### src/rtl/i2c_pkg.sv
// Definitions shared by the I2C master and slave: FSM state encoding,
// open-drain SDA levels and the bit-counter width.
package i2c_pkg;

   typedef enum logic [2:0] {
      ST_IDLE     = 3'd0,
      ST_ADDR     = 3'd1,
      ST_ACK_ADDR = 3'd2,
      ST_RX       = 3'd3,
      ST_ACK_RX   = 3'd4,
      ST_TX       = 3'd5,
      ST_ACK_TX   = 3'd6
   } i2c_state_t;

   localparam logic SDA_RELEASE = 1'b1;
   localparam logic SDA_DRIVE   = 1'b0;
   localparam int   BIT_CNT_W   = 3;

endpackage

### src/rtl/i2c_sync_edge.sv
// Two-flop synchronizer followed by a registered edge detector for one
// asynchronous bus line. level/rise/fall are aligned, 3 clk after the pin.
module i2c_sync_edge (
   input  logic clk,
   input  logic rst,
   input  logic din,
   output logic level,
   output logic rise,
   output logic fall
);

   logic sync_p0;
   logic sync_p1;

   // Synchronize, then register level and edges together (idle bus is high)
   always_ff @(posedge clk) begin
      if (rst) begin
         sync_p0 <= 1'b1;
         sync_p1 <= 1'b1;
         level   <= 1'b1;
         rise    <= 1'b0;
         fall    <= 1'b0;
      end else begin
         sync_p0 <= din;
         sync_p1 <= sync_p0;
         level   <= sync_p1;
         rise    <= sync_p1 & ~level;
         fall    <= ~sync_p1 & level;
      end
   end

endmodule

### src/rtl/i2c_slave.sv
// I2C target with a single 7-bit address. Oversamples SCL/SDA, decodes
// START/STOP, ACKs its address, receives write bytes and serves read bytes.
// Optional: define I2C_SLAVE_GENERAL_CALL_EN to also accept address 8'h00 (write).
module i2c_slave
   import i2c_pkg::*;
#(
   parameter logic [6:0] SLAVE_ADDR = 7'h52
) (
   input  logic       clk,
   input  logic       rst,
   input  logic       sclk,
   input  logic       sda_in,
   output logic       sda_out,
   input  logic [7:0] data_in,
   output logic       tx_load,
   output logic [7:0] data_out,
   output logic       rx_valid,
   output logic       busy,
   output logic [2:0] state
);

   logic scl_lvl, scl_rise, scl_fall;
   logic sda_lvl, sda_rise, sda_fall;
   logic start_c, stop_c;

   i2c_state_t           state_q, state_n;
   logic [BIT_CNT_W-1:0] cnt_q, cnt_n;
   logic [7:0]           sh_q, sh_n;
   logic [7:0]           dout_q, dout_n;
   logic [7:0]           byte_c;
   logic                 rw_q, rw_n;
   logic                 sda_q, sda_n;
   logic                 busy_q, busy_n;
   logic                 rxv_q, rxv_n;
   logic                 txl_c;

   i2c_sync_edge u_scl (.clk(clk), .rst(rst), .din(sclk),
                        .level(scl_lvl), .rise(scl_rise), .fall(scl_fall));
   i2c_sync_edge u_sda (.clk(clk), .rst(rst), .din(sda_in),
                        .level(sda_lvl), .rise(sda_rise), .fall(sda_fall));

   assign start_c = sda_fall & scl_lvl;
   assign stop_c  = sda_rise & scl_lvl;

   function automatic logic addr_match(input logic [7:0] b);
`ifdef I2C_SLAVE_GENERAL_CALL_EN
      addr_match = (b[7:1] == SLAVE_ADDR) || (b == 8'h00);
`else
      addr_match = (b[7:1] == SLAVE_ADDR);
`endif
   endfunction

   // Next-state and output decode; STOP, then START, override any bit action
   always_comb begin
      state_n = state_q;
      cnt_n   = cnt_q;
      sh_n    = sh_q;
      rw_n    = rw_q;
      sda_n   = sda_q;
      busy_n  = busy_q;
      dout_n  = dout_q;
      rxv_n   = 1'b0;
      txl_c   = 1'b0;
      byte_c  = {sh_q[6:0], sda_lvl};
      if (stop_c) begin
         state_n = ST_IDLE;
         cnt_n   = '0;
         busy_n  = 1'b0;
         sda_n   = SDA_RELEASE;
      end else if (start_c) begin
         state_n = ST_ADDR;
         cnt_n   = '0;
         busy_n  = 1'b0;
         sda_n   = SDA_RELEASE;
      end else begin
         case (state_q)
            ST_IDLE: ;
            ST_ADDR: if (scl_rise) begin
               sh_n  = byte_c;
               cnt_n = cnt_q + 1'b1;
               if (cnt_q == 3'd7) begin
                  if (addr_match(byte_c)) begin
                     state_n = ST_ACK_ADDR;
                     busy_n  = 1'b1;
                     rw_n    = byte_c[0];
                  end else begin
                     state_n = ST_IDLE;
                  end
               end
            end
            // cnt_q==0: first fall starts the ACK, cnt_q==1: second fall ends it
            ST_ACK_ADDR, ST_ACK_RX: if (scl_fall) begin
               if (cnt_q == '0) begin
                  sda_n = SDA_DRIVE;
                  cnt_n = 1'b1;
               end else begin
                  cnt_n = '0;
                  if (state_q == ST_ACK_ADDR && rw_q) begin
                     state_n = ST_TX;
                     txl_c   = 1'b1;
                     sh_n    = data_in;
                     sda_n   = data_in[7];
                  end else begin
                     state_n = ST_RX;
                     sda_n   = SDA_RELEASE;
                  end
               end
            end
            ST_RX: if (scl_rise) begin
               sh_n  = byte_c;
               cnt_n = cnt_q + 1'b1;
               if (cnt_q == 3'd7) begin
                  dout_n  = byte_c;
                  rxv_n   = 1'b1;
                  state_n = ST_ACK_RX;
               end
            end
            ST_TX: if (scl_fall) begin
               if (cnt_q == 3'd7) begin
                  cnt_n   = '0;
                  sda_n   = SDA_RELEASE;
                  state_n = ST_ACK_TX;
               end else begin
                  cnt_n = cnt_q + 1'b1;
                  sh_n  = {sh_q[6:0], 1'b0};
                  sda_n = sh_q[6];
               end
            end
            ST_ACK_TX: begin
               if (scl_rise) begin
                  if (sda_lvl) state_n = ST_IDLE;
                  else         cnt_n   = 1'b1;
               end else if (scl_fall && cnt_q == 1'b1) begin
                  cnt_n   = '0;
                  state_n = ST_TX;
                  txl_c   = 1'b1;
                  sh_n    = data_in;
                  sda_n   = data_in[7];
               end
            end
            default: state_n = ST_IDLE;
         endcase
      end
   end

   // Control and visible output registers
   always_ff @(posedge clk) begin
      if (rst) begin
         state_q <= ST_IDLE;
         cnt_q   <= '0;
         rw_q    <= 1'b0;
         sda_q   <= SDA_RELEASE;
         busy_q  <= 1'b0;
         rxv_q   <= 1'b0;
         dout_q  <= 8'h00;
      end else begin
         state_q <= state_n;
         cnt_q   <= cnt_n;
         rw_q    <= rw_n;
         sda_q   <= sda_n;
         busy_q  <= busy_n;
         rxv_q   <= rxv_n;
         dout_q  <= dout_n;
      end
   end

   // Shift register is pure datapath and needs no reset
   always_ff @(posedge clk) begin
      sh_q <= sh_n;
   end

   assign sda_out  = sda_q;
   assign data_out = dout_q;
   assign rx_valid = rxv_q;
   assign busy     = busy_q;
   assign tx_load  = txl_c & ~rst;
   assign state    = state_q;

endmodule

### config.mk
export PLATFORM = sky130hd
export DESIGN_NAME = i2c_slave
export DESIGN_NICKNAME = d
export VERILOG_FILES = /design/src/rtl/i2c_pkg.sv /design/src/rtl/i2c_sync_edge.sv /design/src/rtl/i2c_slave.sv
export SDC_FILE = /design/constraint.sdc
export NUM_CORES = 1
export LEC_CHECK = 0
export CAP_MARGIN = 10
export CORE_MARGIN = 4
export CORE_UTILIZATION = 35
export DETAILED_ROUTE_END_ITERATION = 8
export GPL_TIMING_DRIVEN = 0
export SKIP_CTS_REPAIR_TIMING = 1
export SLEW_MARGIN = 20
export SYNTH_ARGS = -nofsm -noshare
export SYNTH_HDL_FRONTEND = slang
export SYNTH_SLANG_ARGS = --single-unit
export TNS_END_PERCENT = 20
### constraint.sdc
create_clock -name clk -period 5.1 [get_ports clk]
set_input_delay 1.02 -clock clk [delete_from_list [all_inputs] [get_ports clk]]
set_output_delay 1.02 -clock clk [all_outputs]
set_load 0.01 [all_outputs]
==> impl_metrics.yaml, run 1 <==
finish:
  diodes: 0
  area_delta_synth_final_pct: 25.2
  fin_nets: 225
  post_route_cells_drive_above_1_share: 0.157
  num-fill-cells: 454
clocking:
  cts_buffer_depth: 2
  cts-htree-levels: 2
  path_clk_slew_ns: 0.06
  clkLatencyLatePin_ns: 0.28
  tritoncts: "yes"
  cts_inserted_buffers: 5
  clock_sinks: 35
  root_buffer: "sky130_fd_sc_hd__clkbuf_8"
timing:
  count_of_endpoints_failing_hold_in_the_final_timing_report: 0
  rsz0062_at_grt: "no"
  timing.slew.headroom: 0.443
  setup_viol: 0
  tightest_slew_ns: 0.828
  final_critical_path_setup_slack_ns: 1.44
  achievable-frequency_mhz: 273
  setup_total_negative_slack_ns: 0
  final.setup_skew_ns: 0.00839
  timing.final.crit_period_ns: 3.66
  post-route-period-util: 0.718
  final-max-slew-violation-count: 0
synthesis:
  postSynthRegisterBits: 35
  synth_top_cell_by_area: "sky130_fd_sc_hd__dfxtp_1"
  synth-async-reset-ratio: 0
  ys_warn_count: 0
  synthTopCellsByArea: "sky130_fd_sc_hd__dfxtp_1 33%, sky130_fd_sc_hd__edfxtp_1 12%, sky130_fd_sc_hd__mux2i_1 5.8%"
  post_synth_design_cell_area_sq_mm: 0.00171
  netlist-cell-type-count: 49
  yosysSeqAreaShare: 0.450
  syn_area_per_cell_sq_um: 9.73
  netlist_instances: 176
  synth-edff-count: 7
  syn-num-nets: 192
  most_instantiated_cells_after_synthesis: "28 x sky130_fd_sc_hd__dfxtp_1, 23 x sky130_fd_sc_hd__nor2_1, 10 x sky130_fd_sc_hd__mux2i_1, 10 x sky130_fd_sc_hd__nand2_1, 9 x sky130_fd_sc_hd__o21ai_0"
  yosys_most_used_dff: "sky130_fd_sc_hd__dfxtp_1"
  netlist.area_leader.share: 0.327
  yosysMostFrequentCell: "sky130_fd_sc_hd__dfxtp_1"
grt:
  global_route.usage.total: 0.130
  grt_pass1_wl_mm: 6.27
  grt_max_degree: 11
  grt_antenna_before_repair: 0
  via_count_of_the_first_global_routing_pass: 1301
  gr-total-overflow: 0
power:
  vdd.ir_drop.worst_uv: 198
  p_leak_nw: 0.839
  power_density_mw_per_mm2: 234
floorplanning:
  fp.dieArea_sq_mm: 0.00608
  die_w_um: 78.0
  boundaryPins: 27
  initial_utilization: 0.363
  floorplan.die.height_um: 78.0
  core.rowCount: 25
  core_area_sq_mm: 0.00472
hold_path:
  holdCritStartpoint: "u_scl.sync_p0"
  hold_path.class: "reg -> reg"
setup_path:
  critical-path-max-stage-delay_ns: 0.58
  crit_path_dat_ns: 2.64
  timing.critical_path.max_delay_family: "buffers and inverters"
  crit_required_ns: 4.08
  worst-setup-path-type: "in -> out"
  crit_path_frequent_cell: "sky130_fd_sc_hd__clkdlybuf4s50_1"
  cp-startpoint: "rst"
  crit_path_cell_trace: "clkdlybuf4s50_1 > nand2b_1 > clkbuf_1 > nor3_1 > clkdlybuf4s50_1"
  critical_path_buf_inv_count: 3
  timing.critical_path.fanout_max: 8
  r2r_start: "state[1]"
  worstSetupStartpointType: "input port"
  slowest_stage: "sky130_fd_sc_hd__clkdlybuf4s50_1"
  setup.worst_path.end_class: "primary output"
route:
  avgViaCountPerCell: 4.90
  post-route-drc-count: 0
  sum_of_routed_wire_length_over_all_layers_mm: 3.77
  ant_nets: 0
  drt-wirelength-per-cell_um: 13.6
  vias: 1357
  first_iter_violations: 70
  drt_pass1_iterations: 4
job:
  max-cap-violations: 0
placement:
  place_ws_ns: 1.43
  number_of_buffers_added_on_ports: 26
  post-dp-hpwl_mm: 2.75
  globalplace.congestion: 0.815
run_status:
  outcome: "finished clean"
[power breakdown]
group / switching [W] / total (W) / internal [W]
Sequential: 0.00000236 / 0.000287 / 0.000285
Clock: 0.0000916 / 0.000187 / 0.0000957
Combinational: 0.0000110 / 0.0000265 / 0.0000155
Total: 0.000105 / 0.000501 / 0.000396
[cell families (layout without fill, tap and decap cells)]
| family | after synthesis | after routing | synth area share |
|---|---|---|---|
| XOR/XNOR | 1 | 1 | 0.00511 |
| AND/OR/NAND/NOR | 71 | 71 | 0.229 |
| adder cells (fa/ha/maj) | 4 | 4 | 0.0292 |
| AO/OA/AOI/OAI | 34 | 34 | 0.142 |
| flip-flops | 35 | 35 | 0.450 |
| multiplexers | 16 | 16 | 0.0979 |
| buffers and inverters | 15 | 49 | 0.0468 |
[registers in the layout, summed over array words and instances (netlist names), 3 cells and up]
name      cells
cnt_q         3
data_out      8
sh_q          7
state         3
[worst reg2reg max path, cell delays in order, from the launching register on]
cell and delay [ns]:
sky130_fd_sc_hd__dfxtp_1 0.41, sky130_fd_sc_hd__nor2b_1 0.39, sky130_fd_sc_hd__nand2_1 0.16, sky130_fd_sc_hd__and3_1 0.23, sky130_fd_sc_hd__nor4_2 0.76
[layer usage]
layer,GRT usage,routed length (um),share of wire
met2,0.205,1720,0.46
met5,0,0,0
met1,0.173,1870,0.50
met4,0.0437,59,0.016
met3,0.0313,120,0.032
[per-stage QoR]
step                      instances  utilization  hold WS [ns]  total power [W]  cell area, sq um
after floorplan                 176            -         0.389         0.000307              1710
after global placement          269        0.435         0.393         0.000320              2060
after detailed placement        269        0.437         0.397         0.000320              2060
after CTS                       277        0.454         0.415         0.000511              2140
after global routing            277        0.454         0.433         0.000524              2140
final                           277        0.454         0.412         0.000501              2140
[area by class of cell]
type | count | area [sq um] | share of cell area
buffer | 10 | 61.3 | 0.0286
clock buffer | 7 | 76.3 | 0.0356
clock inverter | 1 | 5.00 | 0.00233
inverter | 5 | 18.8 | 0.00875
multi-input combinational | 126 | 868 | 0.405
sequential | 35 | 771 | 0.359
tap | 67 | 83.8 | 0.0391
timing repair buffer | 26 | 260 | 0.121
[layout by cell type (no fill, tap or decap), types with 2 or more instances in the layout]
cell	count
sky130_fd_sc_hd__nand2_1	10
sky130_fd_sc_hd__edfxtp_1	7
sky130_fd_sc_hd__ha_1	4
sky130_fd_sc_hd__and3_1	3
sky130_fd_sc_hd__nand3b_1	2
sky130_fd_sc_hd__nand4_1	2
sky130_fd_sc_hd__or2_2	6
sky130_fd_sc_hd__buf_6	2
sky130_fd_sc_hd__nand3_1	4
sky130_fd_sc_hd__nor2b_1	3
sky130_fd_sc_hd__dfxtp_1	28
sky130_fd_sc_hd__nand2b_1	4
sky130_fd_sc_hd__nor3_1	3
sky130_fd_sc_hd__a21oi_1	5
sky130_fd_sc_hd__mux2i_1	10
sky130_fd_sc_hd__buf_2	4
sky130_fd_sc_hd__inv_1	5
sky130_fd_sc_hd__clkbuf_8	5
sky130_fd_sc_hd__mux2_2	6
sky130_fd_sc_hd__clkdlybuf4s50_1	26
sky130_fd_sc_hd__a31oi_1	2
sky130_fd_sc_hd__clkbuf_1	5
sky130_fd_sc_hd__nor2_1	23
sky130_fd_sc_hd__o2bb2ai_1	2
sky130_fd_sc_hd__nor3b_1	3
sky130_fd_sc_hd__o21ai_0	9
sky130_fd_sc_hd__a221oi_1	2
[worst paths after layout]
check	endpoint	slack (ns)	cells after the start
min	u_scl.sync_p1	0.41	1
max reg2reg	sh_q[0]	2.77	4
max	tx_load	1.44	5
min reg2reg	u_scl.sync_p1	0.41	1
Note: power is estimated with default switching activity, not from simulation.
==> run 2, diff against run 1 <==
==> constraint.sdc (replaced) <==
create_clock -name clk -period 3.7 [get_ports clk]
set_input_delay 0.74 -clock clk [delete_from_list [all_inputs] [get_ports clk]]
set_output_delay 0.74 -clock clk [all_outputs]
set_load 0.01 [all_outputs]
==> results of run 2 <==
The final DEF is identical to that of run 1. Status: finished clean.
Main changes from that run: setup slack after placement 1.43 ns -> 0.586 ns; setup slack after layout 1.44 ns -> 0.597 ns; register-to-register setup slack 2.77 ns -> 1.37 ns; total power 0.000501 W -> 0.000691 W; worst IR drop on VDD 198 uV -> 273 uV
